**config.mk**
```make
export PLATFORM = sky130hd
export DESIGN_NAME = reorder_buffer
export DESIGN_NICKNAME = d
export VERILOG_FILES = /design/src/rtl/reorder_buffer.sv
export SDC_FILE = /design/constraint.sdc
export NUM_CORES = 1
export LEC_CHECK = 0
export ABC_AREA = 1
export BUFFER_PORTS_ARGS = -buffer_cell sky130_fd_sc_hd__buf_2
export CORE_MARGIN = 2
export CORE_UTILIZATION = 60
export DETAILED_ROUTE_END_ITERATION = 6
export HOLD_SLACK_MARGIN = 0.1
export MAX_ROUTING_LAYER = met4
export PLACE_DENSITY = 0.8
export REMOVE_ABC_BUFFERS = 1
export SYNTH_ARGS = -nofsm -noshare
export SYNTH_HDL_FRONTEND = slang
export SYNTH_SLANG_ARGS = --single-unit
```
**constraint.sdc**
```tcl
create_clock -name clock -period 2 [get_ports clock]
set_input_delay 0.1 -clock clock [delete_from_list [all_inputs] [get_ports clock]]
set_output_delay 0.1 -clock clock [all_outputs]
set_load 0.05 [all_outputs]
```
**src/rtl/reorder_buffer.sv**
```systemverilog
// Reorder buffer: slots are reserved in program order, completed in any order,
// and popped in program order once the oldest slot holds its result.
module reorder_buffer #(
  parameter int WIDTH       = 8,
  parameter int DEPTH       = 8,
  parameter int INDEX_WIDTH = $clog2(DEPTH)
) (
  input  logic                   clock,
  input  logic                   resetn,
  output logic                   full,
  output logic                   empty,
  input  logic                   reserve_enable,
  output logic [INDEX_WIDTH-1:0] reserve_index,
  input  logic                   complete_enable,
  input  logic [INDEX_WIDTH-1:0] complete_index,
  input  logic [WIDTH-1:0]       complete_data,
  output logic                   complete_error,
  input  logic                   read_enable,
  output logic                   read_valid,
  output logic [WIDTH-1:0]       read_data
);

  generate
    if (DEPTH < 2 || (DEPTH & (DEPTH - 1)) != 0) begin : g_depth_check
      $error("reorder_buffer: DEPTH must be a power of two of at least 2");
    end
  endgenerate

  typedef logic [INDEX_WIDTH:0] ptr_t;

  ptr_t                   head;
  ptr_t                   tail;
  logic [DEPTH-1:0]       allocated;
  logic [DEPTH-1:0]       completed;
  logic [WIDTH-1:0]       mem [DEPTH];
  logic [INDEX_WIDTH-1:0] head_idx;
  logic [INDEX_WIDTH-1:0] tail_idx;
  logic                   complete_legal;
  logic                   do_reserve;
  logic                   do_complete;
  logic                   do_pop;

  assign head_idx = head[INDEX_WIDTH-1:0];
  assign tail_idx = tail[INDEX_WIDTH-1:0];

  // The extra MSB on each pointer separates a full ring from an empty one.
  assign empty = (head == tail);
  assign full  = (head_idx == tail_idx) && (head[INDEX_WIDTH] != tail[INDEX_WIDTH]);

  assign reserve_index  = tail_idx;
  assign complete_legal = allocated[complete_index] & ~completed[complete_index];
  assign complete_error = complete_enable & ~complete_legal;
  assign read_valid     = allocated[head_idx] & completed[head_idx];
  assign read_data      = mem[head_idx];

  // All three actions are qualified by pre-edge state, so they never target the same slot.
  assign do_reserve  = reserve_enable & ~full;
  assign do_complete = complete_enable & complete_legal;
  assign do_pop      = read_enable & read_valid;

  always_ff @(posedge clock or negedge resetn) begin
    if (!resetn) begin
      head      <= '0;
      tail      <= '0;
      allocated <= '0;
      completed <= '0;
    end else begin
      if (do_pop) begin
        head                <= head + ptr_t'(1);
        allocated[head_idx] <= 1'b0;
        completed[head_idx] <= 1'b0;
      end
      if (do_reserve) begin
        tail                <= tail + ptr_t'(1);
        allocated[tail_idx] <= 1'b1;
        completed[tail_idx] <= 1'b0;
      end
      if (do_complete) begin
        completed[complete_index] <= 1'b1;
      end
    end
  end

  // Result storage carries no reset; the completed flags qualify its contents.
  always_ff @(posedge clock) begin
    if (do_complete) begin
      mem[complete_index] <= complete_data;
    end
  end

endmodule
```
After elaboration in Yosys (flattened, before gate mapping)

Memories as Yosys holds them, arrays and structs flattened.
Cells that the tools add are included.

Flip-flop bits (word level): 24
RAM bits: 64
Input port bits: 16
Output and inout port bits: 15
Memories: 1

Add/sub/neg operators: 2
$lt $le $gt $ge: 6
Eq/ne operators: 3
Mux-type cells: 21
Bitwise operators: 16
Reductions and logical operators: 4

Memories:

| name | depth | bits a word | read ports | clocked after memory_dff | write ports | line | source |
|---|---|---|---|---|---|---|---|
| mem  | 8     | 8           | 1          | 0                        | 1           | 35   | `logic [WIDTH-1:0] mem [DEPTH];` |

Operator list:

| operator                                                                            | count |
|---|---|
| 8-bit two-way mux                                                                   | 5 |
| 8-bit AND                                                                           | 3 |
| 8-bit NOT                                                                           | 2 |
| 8-bit OR                                                                            | 2 |
| 1-bit binary-select mux with 3-bit select                                           | 4 |
| 3-bit by 4-bit < comparator with 1-bit output, second input constant                | 3 |
| 1-bit demux with 3-bit select                                                       | 3 |
| 3-bit by 1-bit greater-or-equal comparator with 1-bit output, second input constant | 3 |
| 1-bit two-way mux                                                                   | 9 |
| 4-bit by 1-bit adder with 4-bit output, second input constant                       | 2 |
| 1-bit AND                                                                           | 6 |
| 4-bit == test                                                                       | 1 |
| 1-bit logical AND                                                                   | 4 |
| 3-bit == test                                                                       | 1 |
| 1-bit NOT                                                                           | 3 |
| 1-bit inequality test                                                               | 1 |

Longest topological paths before layout

Gate-level depths: netlist of the first run.

Word-level depth: 11
Mapped depth: 11
Gate-level depth less buffers: 11

Least setup slack after synthesis of the first run

OpenSTA, ideal clock, no wires.

Kind: flip-flop to output port
Start point: register allocated[7]
End point: output complete_error
Arrival: 1.902 ns
Required time: 1.900 ns
Setup slack: -0.002 ns
Stages on the path, launching flop included: 8
Buffers on the path: 0
Cell sequence: dfrtp_1 -> nand2_1 -> o21ai_0 -> nand2_1 -> nand2_1 -> nand2_1 -> nand2_4 -> a21boi_0

Longest elaborated chain between the ends: 5

Ends and longest elaborated chain:

| what                                      | line | source |
|---|---|---|
| start: declaration                        | 33   | `logic [DEPTH-1:0] allocated;` |
| start signal: assignment                  | 65   | `allocated <= '0;` |
| start signal: indexed assignment          | 70   | `allocated[head_idx] <= 1'b0;` |
| start signal: indexed assignment          | 75   | `allocated[tail_idx] <= 1'b1;` |
| 1-bit binary-select mux with 3-bit select | 51   | `assign complete_legal = allocated[complete_index] & ~completed[complete_index];` |
| 1-bit two-way mux (not written as such)   | 51   |  |
| 1-bit AND                                 | 51   |  |
| 1-bit NOT                                 | 52   | `assign complete_error = complete_enable & ~complete_legal;` |
| 1-bit AND                                 | 52   |  |
| end: declaration                          | 17   | `output logic complete_error,` |

Every way passes these cells. The select of a mux whose other input is x is not followed.

Worst setup path in the final report of the first run

Start point: register head[2]
End point: output read_data[6]

Longest elaborated chain between the ends: 1

Ends and longest elaborated chain:

| what                     | line | source |
|---|---|---|
| start: declaration       | 31   | `ptr_t head;` |
| start signal: assignment | 69   | `head <= head + ptr_t'(1);` |
| memory read 8 x 8 bit    | -    |  |
| end: declaration         | 20   | `output logic [WIDTH-1:0] read_data` |

Every way passes these cells.

==> run_results.csv, run 1 <==
group,metric,value,unit
sta,finClkSkew,0.01223,ns
global_route,grt_usage,0.2735,
setup_path,r2r-end,"mem[1][0]",
status,status,"finished, final reports clean",
sta,setup_viol,0,
setup_path,reg2regPathDepth,8,
final_layout,antenna_cells,0,
job,max_cap_viol_count,0,
final_layout,post-route-util,0.7302,
sta,fmax,0.5035,GHz
final_layout,stdcell_area,4906,um^2
cts,clock_latency,0.36,ns
sta,period_share,0.9930,
setup_path,cp_slowest_cell,"dfrtp_2",
synth,postSynth.asyncResetShare,0.2727,
drt,vias,3195,
worst_hold_path,hold_start,"read_enable",
synth,ys_warn_count,0,
floorplan,dieArea,7570,um^2
drt,wl_per_cell,17.48,um
setup_path,path_delay_family,"buffers and inverters",
placed_design,gp_congestion,0.9581,
sta,worst_slew_pin_slew,0.5864,ns
drt,detail_route.vias_per_cell,5.757,
synth,ys_seq_area_frac,0.6102,
synth,synth_seq_cells,88,
final_layout,final_common_cell,"nand2_1",
setup_path,cp-start-kind,"register",
setup_path,cp.arrival,1.89,ns
sta,slew_headroom,0.6090,
cts,htreeDepth,3,
cts,numCtsBuffers,9,
floorplan,start_util,0.6153,
drt,drtIter0Drc,286,
setup_path,end_kind,"output pin",
synth,ys.flop_type,"edfxtp_1",
cts,clockBufferDepth,2,
drt,wl,9702,um
synth,synth.largest_area_cell,"edfxtp_1",
setup_path,max_stage_delay,0.44,ns
sta,setup_slack,0.01399,ns
placed_design,dp.cells,523,
power_and_ir_drop,p_leak,2.202,nW
worst_hold_path,worstHoldEndpoint,"head[2]",
floorplan,rows,30,
worst_hold_path,hold_depth,3,
drt,drt_drc_violations_left,0,
final_layout,final_nets,488,
placed_design,placed_area,4437,um^2
floorplan,die_h,87.01,um
final_layout,syn_to_final_growth,18.67,%
global_route,overflow,0,
power_and_ir_drop,finalPower,6.775,mW
sta,rsz0062_at_grt,"true",
sta,slew_viol_final,0,
final_layout,fin_cells,555,
global_route,antenna_found_initial,0,
setup_path,critPathRequiredTime,1.90,ns
synth,syn_area,4134,um^2
synth,synth_top_area_frac,0.4649,
cts,path_clk_slew,0.09,ns
setup_path,path_buf_inv,4,
drt,drt-pass1-iter-count,5,
setup_path,crit_chain,"buf_4 > buf_4 > nand3_2 > inv_4 > a22oi_2 > and3_1 > nand4_1 > buf_6",
final_layout,mostFrequentLayoutCells,"149 x nand2_1, 64 x edfxtp_1, 35 x inv_1",
floorplan,boundaryPins,31,
drt,ant_nets,0,
synth,synthDistinctLibCells,35,
floorplan,core,6719,um^2
final_layout,layout-drive-gt1-share,0.2189,
sta,fin_tns_setup,0,ns
synth,syn_inst,411,
global_route,grt_pass1_vias,2987,
synth,synth_edf_count,64,
setup_path,critPathMostFrequentCell,"buf_4",
setup_path,critPathKind,"reg -> out",
placed_design,port_buffers,30,
cts,cts_tree,"built",
global_route,grt_start_max_net_pins,25,
global_route,grt_pass1_wl,14840,um
setup_path,reg2reg_from,"allocated[6]",
power_and_ir_drop,powerDensity,1381,nW/um^2
worst_hold_path,hold_path_class,"in -> reg",
placed_design,dp_slack,0.1102,ns
power_and_ir_drop,ir_drop,0.8972,mV
sta,hold_viol_final,0,
sta,timing.hold.ws,0.1294,ns
setup_path,cp_max_fo,8,
synth,synth.area.top_cells,"edfxtp_1 46%, dfrtp_1 15%, nand2_1 14%",
synth,syn_area_per_cell,10.06,um^2
floorplan,dieWidth,87.01,um
cts,cts_sinks,88,
placed_design,hpwl,6312,um
sta,fin_crit,1.986,ns
cts,cts_root_buffer,"clkbuf_8",
setup_path,reg2reg_slack,0.32,ns
## state kept, by name, summed over array words and instances, names as in the netlist
name       cells
head           4
tail           4
allocated      8
mem           64
completed      8
## repair_timing
item                       4_1_cts  5_1_grt
setup endpoints to repair       10       11
gates resized for setup         12       29
buffers inserted                 2        3
hold buffers                    11        0
hold endpoints to repair        92        0
pin swaps                        0        4
## power breakdown
| part | internal, mW | switching [mW] | leakage (nW) |
|---|---|---|---|
| sequential | 2.19 | 0.235 | 0.853 |
| clock | 0.606 | 0.689 | 0.104 |
| combinational | 0.966 | 2.09 | 1.24 |
## metal layers
metal / GRT usage / up-vias / share of wire
li1: - / 1515 / -
met1: 0.3591 / 1494 / 0.42
met2: 0.4247 / 157 / 0.47
met3: 0.04929 / 29 / 0.079
met4: 0.1108 / 0 / 0.031
met5: - / - / 0
## tightest hold or removal path, cell delays in order
cell,delay [ns]
buf_2,0.17
nand3_4,0.13
o21ai_1,0.06
## synthesized netlist by cell type (2+ instances only)
cell type	instances
o21ai_0	11
nor3_1	8
nand3b_1	2
ha_1	2
nor2_2	3
buf_6	6
inv_2	7
xor2_1	4
a21oi_1	2
nand2_4	3
nand2_2	3
nand4_1	30
dfrtp_1	24
buf_4	5
nor2_1	6
nand3_1	8
nand2_1	149
a22oi_1	10
edfxtp_1	64
o21ai_1	3
a221oi_1	4
inv_1	39
clkinv_1	2
and3_1	4
xnor2_1	2
## cell families (layout without fill, tap and decap cells)
family / count (synthesis) / after routing / synth area share
buffers and inverters: 63 / 127 / 0.07415
and+or+nand+nor: 219 / 219 / 0.2436
xor gates and xnor gates: 6 / 6 / 0.01271
DFF: 88 / 88 / 0.6102
adders and majority gates: 2 / 2 / 0.006052
AOI/OAI and AO/OA: 33 / 33 / 0.05327
## cell type report
type | count | area (um^2)
clock inverters | 7 | 86.33
well taps | 80 | 100.1
flip-flops and latches | 88 | 2526
fillers | 456 | 1813
multi-input cells | 260 | 1359
inverters | 49 | 198.9
clock buffers | 9 | 123.9
repair buffers | 62 | 511.7
## how the worst max path moves through the flow
| stage | start | to | slack [ns] | cells past startpoint |
|---|---|---|---|---|
| floorplan | allocated[7] | complete_error | -0.001 | 7 |
| global placement | head[1] | read_data[7] | 0.15 | 8 |
| detailed placement | head[1] | read_data[7] | 0.11 | 8 |
| CTS | head[0] | read_data[6] | -0.02 | 7 |
| global route | head[2] | read_data[6] | -0.05 | 8 |
| finish | head[2] | read_data[6] | 0.01 | 8 |
(Power assumes the default switching activity.)
==> run 2, diff against run 1 <==
--- a/config.mk
+++ b/config.mk
@@ -8,11 +8,10 @@
 export ABC_AREA = 1
 export BUFFER_PORTS_ARGS = -buffer_cell sky130_fd_sc_hd__buf_2
 export CORE_MARGIN = 2
-export CORE_UTILIZATION = 60
+export CORE_UTILIZATION = 33
 export DETAILED_ROUTE_END_ITERATION = 6
 export HOLD_SLACK_MARGIN = 0.1
 export MAX_ROUTING_LAYER = met4
-export PLACE_DENSITY = 0.8
 export REMOVE_ABC_BUFFERS = 1
 export SYNTH_ARGS = -nofsm -noshare
 export SYNTH_HDL_FRONTEND = slang
==> constraint.sdc (replaced) <==
create_clock -name clock -period 1.9 [get_ports clock]
set_input_delay 0.095 -clock clock [delete_from_list [all_inputs] [get_ports clock]]
set_output_delay 0.095 -clock clock [all_outputs]
set_load 0.05 [all_outputs]
==> run_results.csv, run 2 (synthesis gave the netlist of run 1 again) <==
group,metric,value,unit
status,status,"finished with violations",
status,violations,"setup timing",
sta,fmax,0.4945,GHz
worst_hold_path,hold_path_class,"in -> reg",
floorplan,start_util,0.3413,
final_layout,reg.largest.list,"mem x64, allocated x8, completed x8",
cts,cts_tree,"built",
sta,finClkSkew,0.006322,ns
global_route,grt_pass1_vias,3171,
floorplan,core,12110,um^2
final_layout,final_nets,502,
floorplan,dieArea,13440,um^2
cts,clock_latency,0.35,ns
cts,cts_root_buffer,"clkbuf_16",
floorplan,die_h,115.9,um
drt,drt-pass1-iter-count,7,
final_layout,layout-drive-gt1-share,0.2618,
setup_path,startpoint,"head[1]",
power_and_ir_drop,finalPower,8.151,mW
floorplan,rows,40,
floorplan,boundaryPins,31,
job,max_cap_viol_count,0,
cts,numCtsBuffers,9,
final_layout,final_common_cell,"nand2_1",
setup_path,critPathKind,"reg -> out",
setup_path,cp.arrival,1.93,ns
floorplan,dieWidth,115.9,um
placed_design,gp_congestion,0.9045,
cts,clockBufferDepth,2,
sta,setup_slack,-0.1221,ns
sta,timing.hold.ws,0.1178,ns
sta,hold_viol_final,0,
drt,drt_drc_violations_left,0,
final_layout,regMostFlops,"mem",
power_and_ir_drop,ir_drop,1.069,mV
cts,cts_sinks,88,
setup_path,critPathRequiredTime,1.80,ns
final_layout,mostFrequentLayoutCells,"148 x nand2_1, 64 x edfxtp_1, 36 x inv_1",
drt,vias,3210,
setup_path,r2r-end,"head[1]",
global_route,overflow,0,
final_layout,antenna_cells,0,
setup_path,max_stage_delay,0.40,ns
power_and_ir_drop,p_leak,2.383,nW
sta,fin_crit,2.022,ns
setup_path,cp_slowest_cell,"dfrtp_1",
setup_path,path_delay_family,"buffers and inverters",
drt,ant_nets,0,
sta,slew_viol_final,0,
setup_path,end_kind,"output pin",
placed_design,hpwl,6616,um
sta,rsz0062_at_grt,"true",
power_and_ir_drop,powerDensity,1500,nW/um^2
global_route,antenna_found_initial,0,
setup_path,reg2reg_from,"head[1]",
drt,wl,10590,um
setup_path,crit_chain,"buf_6 > clkinvlp_4 > nand3_4 > clkinvlp_4 > a221oi_2 > nand2_1 > buf_6",
setup_path,endpoint,"read_data[7]",
setup_path,reg2regPathDepth,13,
cts,path_clk_slew,0.07,ns
global_route,grt_usage,0.1675,
setup_path,path_buf_inv,4,
cts,htreeDepth,3,
global_route,grt_start_max_net_pins,25,
drt,drtIter0Drc,318,
drt,detail_route.vias_per_cell,4.886,
sta,period_share,1.064,
sta,setup_viol,7,
setup_path,cp-start-kind,"register",
drt,wl_per_cell,16.12,um
setup_path,cp_max_fo,7,
sta,worst_slew_pin_slew,0.5731,ns
setup_path,cp.depth,7,
sta,slew_headroom,0.6179,
setup_path,reg2reg_slack,0.09,ns
final_layout,largest_reg_flops,64,
final_layout,syn_to_final_growth,31.45,%
placed_design,port_buffers,30,
global_route,grt_pass1_wl,16130,um
==> run 2: cell count changes in the layout (fill, tap and decap cells not counted), sizes merged <==
cell and change:
inv +2, clkinvlp +2, bufinv -1, clkbuf -2, clkinv -2, dlygate4sd3 -1
buf +16
==> run 2: report_power, final <==
group,switching (mW),internal [mW],leakage [nW],total (mW)
sequential,0.232,2.31,0.854,2.54
clock,0.811,0.924,0.142,1.74
combinational,2.46,1.42,1.39,3.88
==> run 2: final cells by class <==
cell class / instances / area (um^2)
fillers: 1159 / 6678
flip-flops and latches: 88 / 2525
multi-input cells: 260 / 1445
inverters: 49 / 212.7
repair buffers: 75 / 738.2
clock inverters: 7 / 70.07
clock buffers: 9 / 225.2
repair inverters: 1 / 7.507
well taps: 168 / 210.2
==> run 2: tightest hold or removal path, cell delays in order <==
cell	delay [ns]
buf_2	0.16
nand2_2	0.10
xor2_1	0.07
==> run 2: per-layer routing <==
metal	wire, um	track usage	vias to the layer above	share of wire
met5	0	-	-	0
met1	4558	0.2019	1522	0.43
met4	237	0.06587	0	0.022
li1	-	-	1552	-
met2	5142	0.2741	111	0.49
met3	652	0.03766	25	0.062
==> run 2: through the flow <==
stage | util | worst slack (ns) | instances | TNS [ns] | instance area [um^2]
4_1_cts | 0.4331 | -0.02858 | 649 | -0.08539 | 5245
5_1_grt | 0.4487 | -0.1612 | 657 | -0.8959 | 5434
2_1_floorplan | - | -0.09596 | 397 | -0.1586 | 4016
3_5_place_dp | 0.3798 | 0.1595 | 613 | 0 | 4599
3_3_place_gp | 0.3798 | 0.1618 | 613 | 0 | 4599
6_report | 0.4487 | -0.1221 | 657 | -0.3432 | 5434
==> run 2: worst min path at each step <==
stage | cells after the start | slack (ns) | to | start
floorplan | 0 | -0.20 | allocated[0] | resetn
global placement | 1 | 0.12 | tail[1] | resetn
detailed placement | 1 | 0.13 | tail[2] | resetn
CTS | 3 | 0.11 | tail[0] | reserve_enable
global route | 3 | 0.14 | tail[2] | reserve_enable
finish | 3 | 0.12 | tail[0] | reserve_enable
==> run 2: timing repair <==
| item | in CTS | in global routing |
|---|---|---|
| gates resized for setup | 52 | 27 |
| setup buffers | 9 | 6 |
| hold buffers | 10 | 0 |
| pin swaps | 5 | 11 |
| cloned | 1 | 2 |
| setup endpoints to repair | 10 | 11 |
| endpoints found under the hold margin | 89 | 0 |
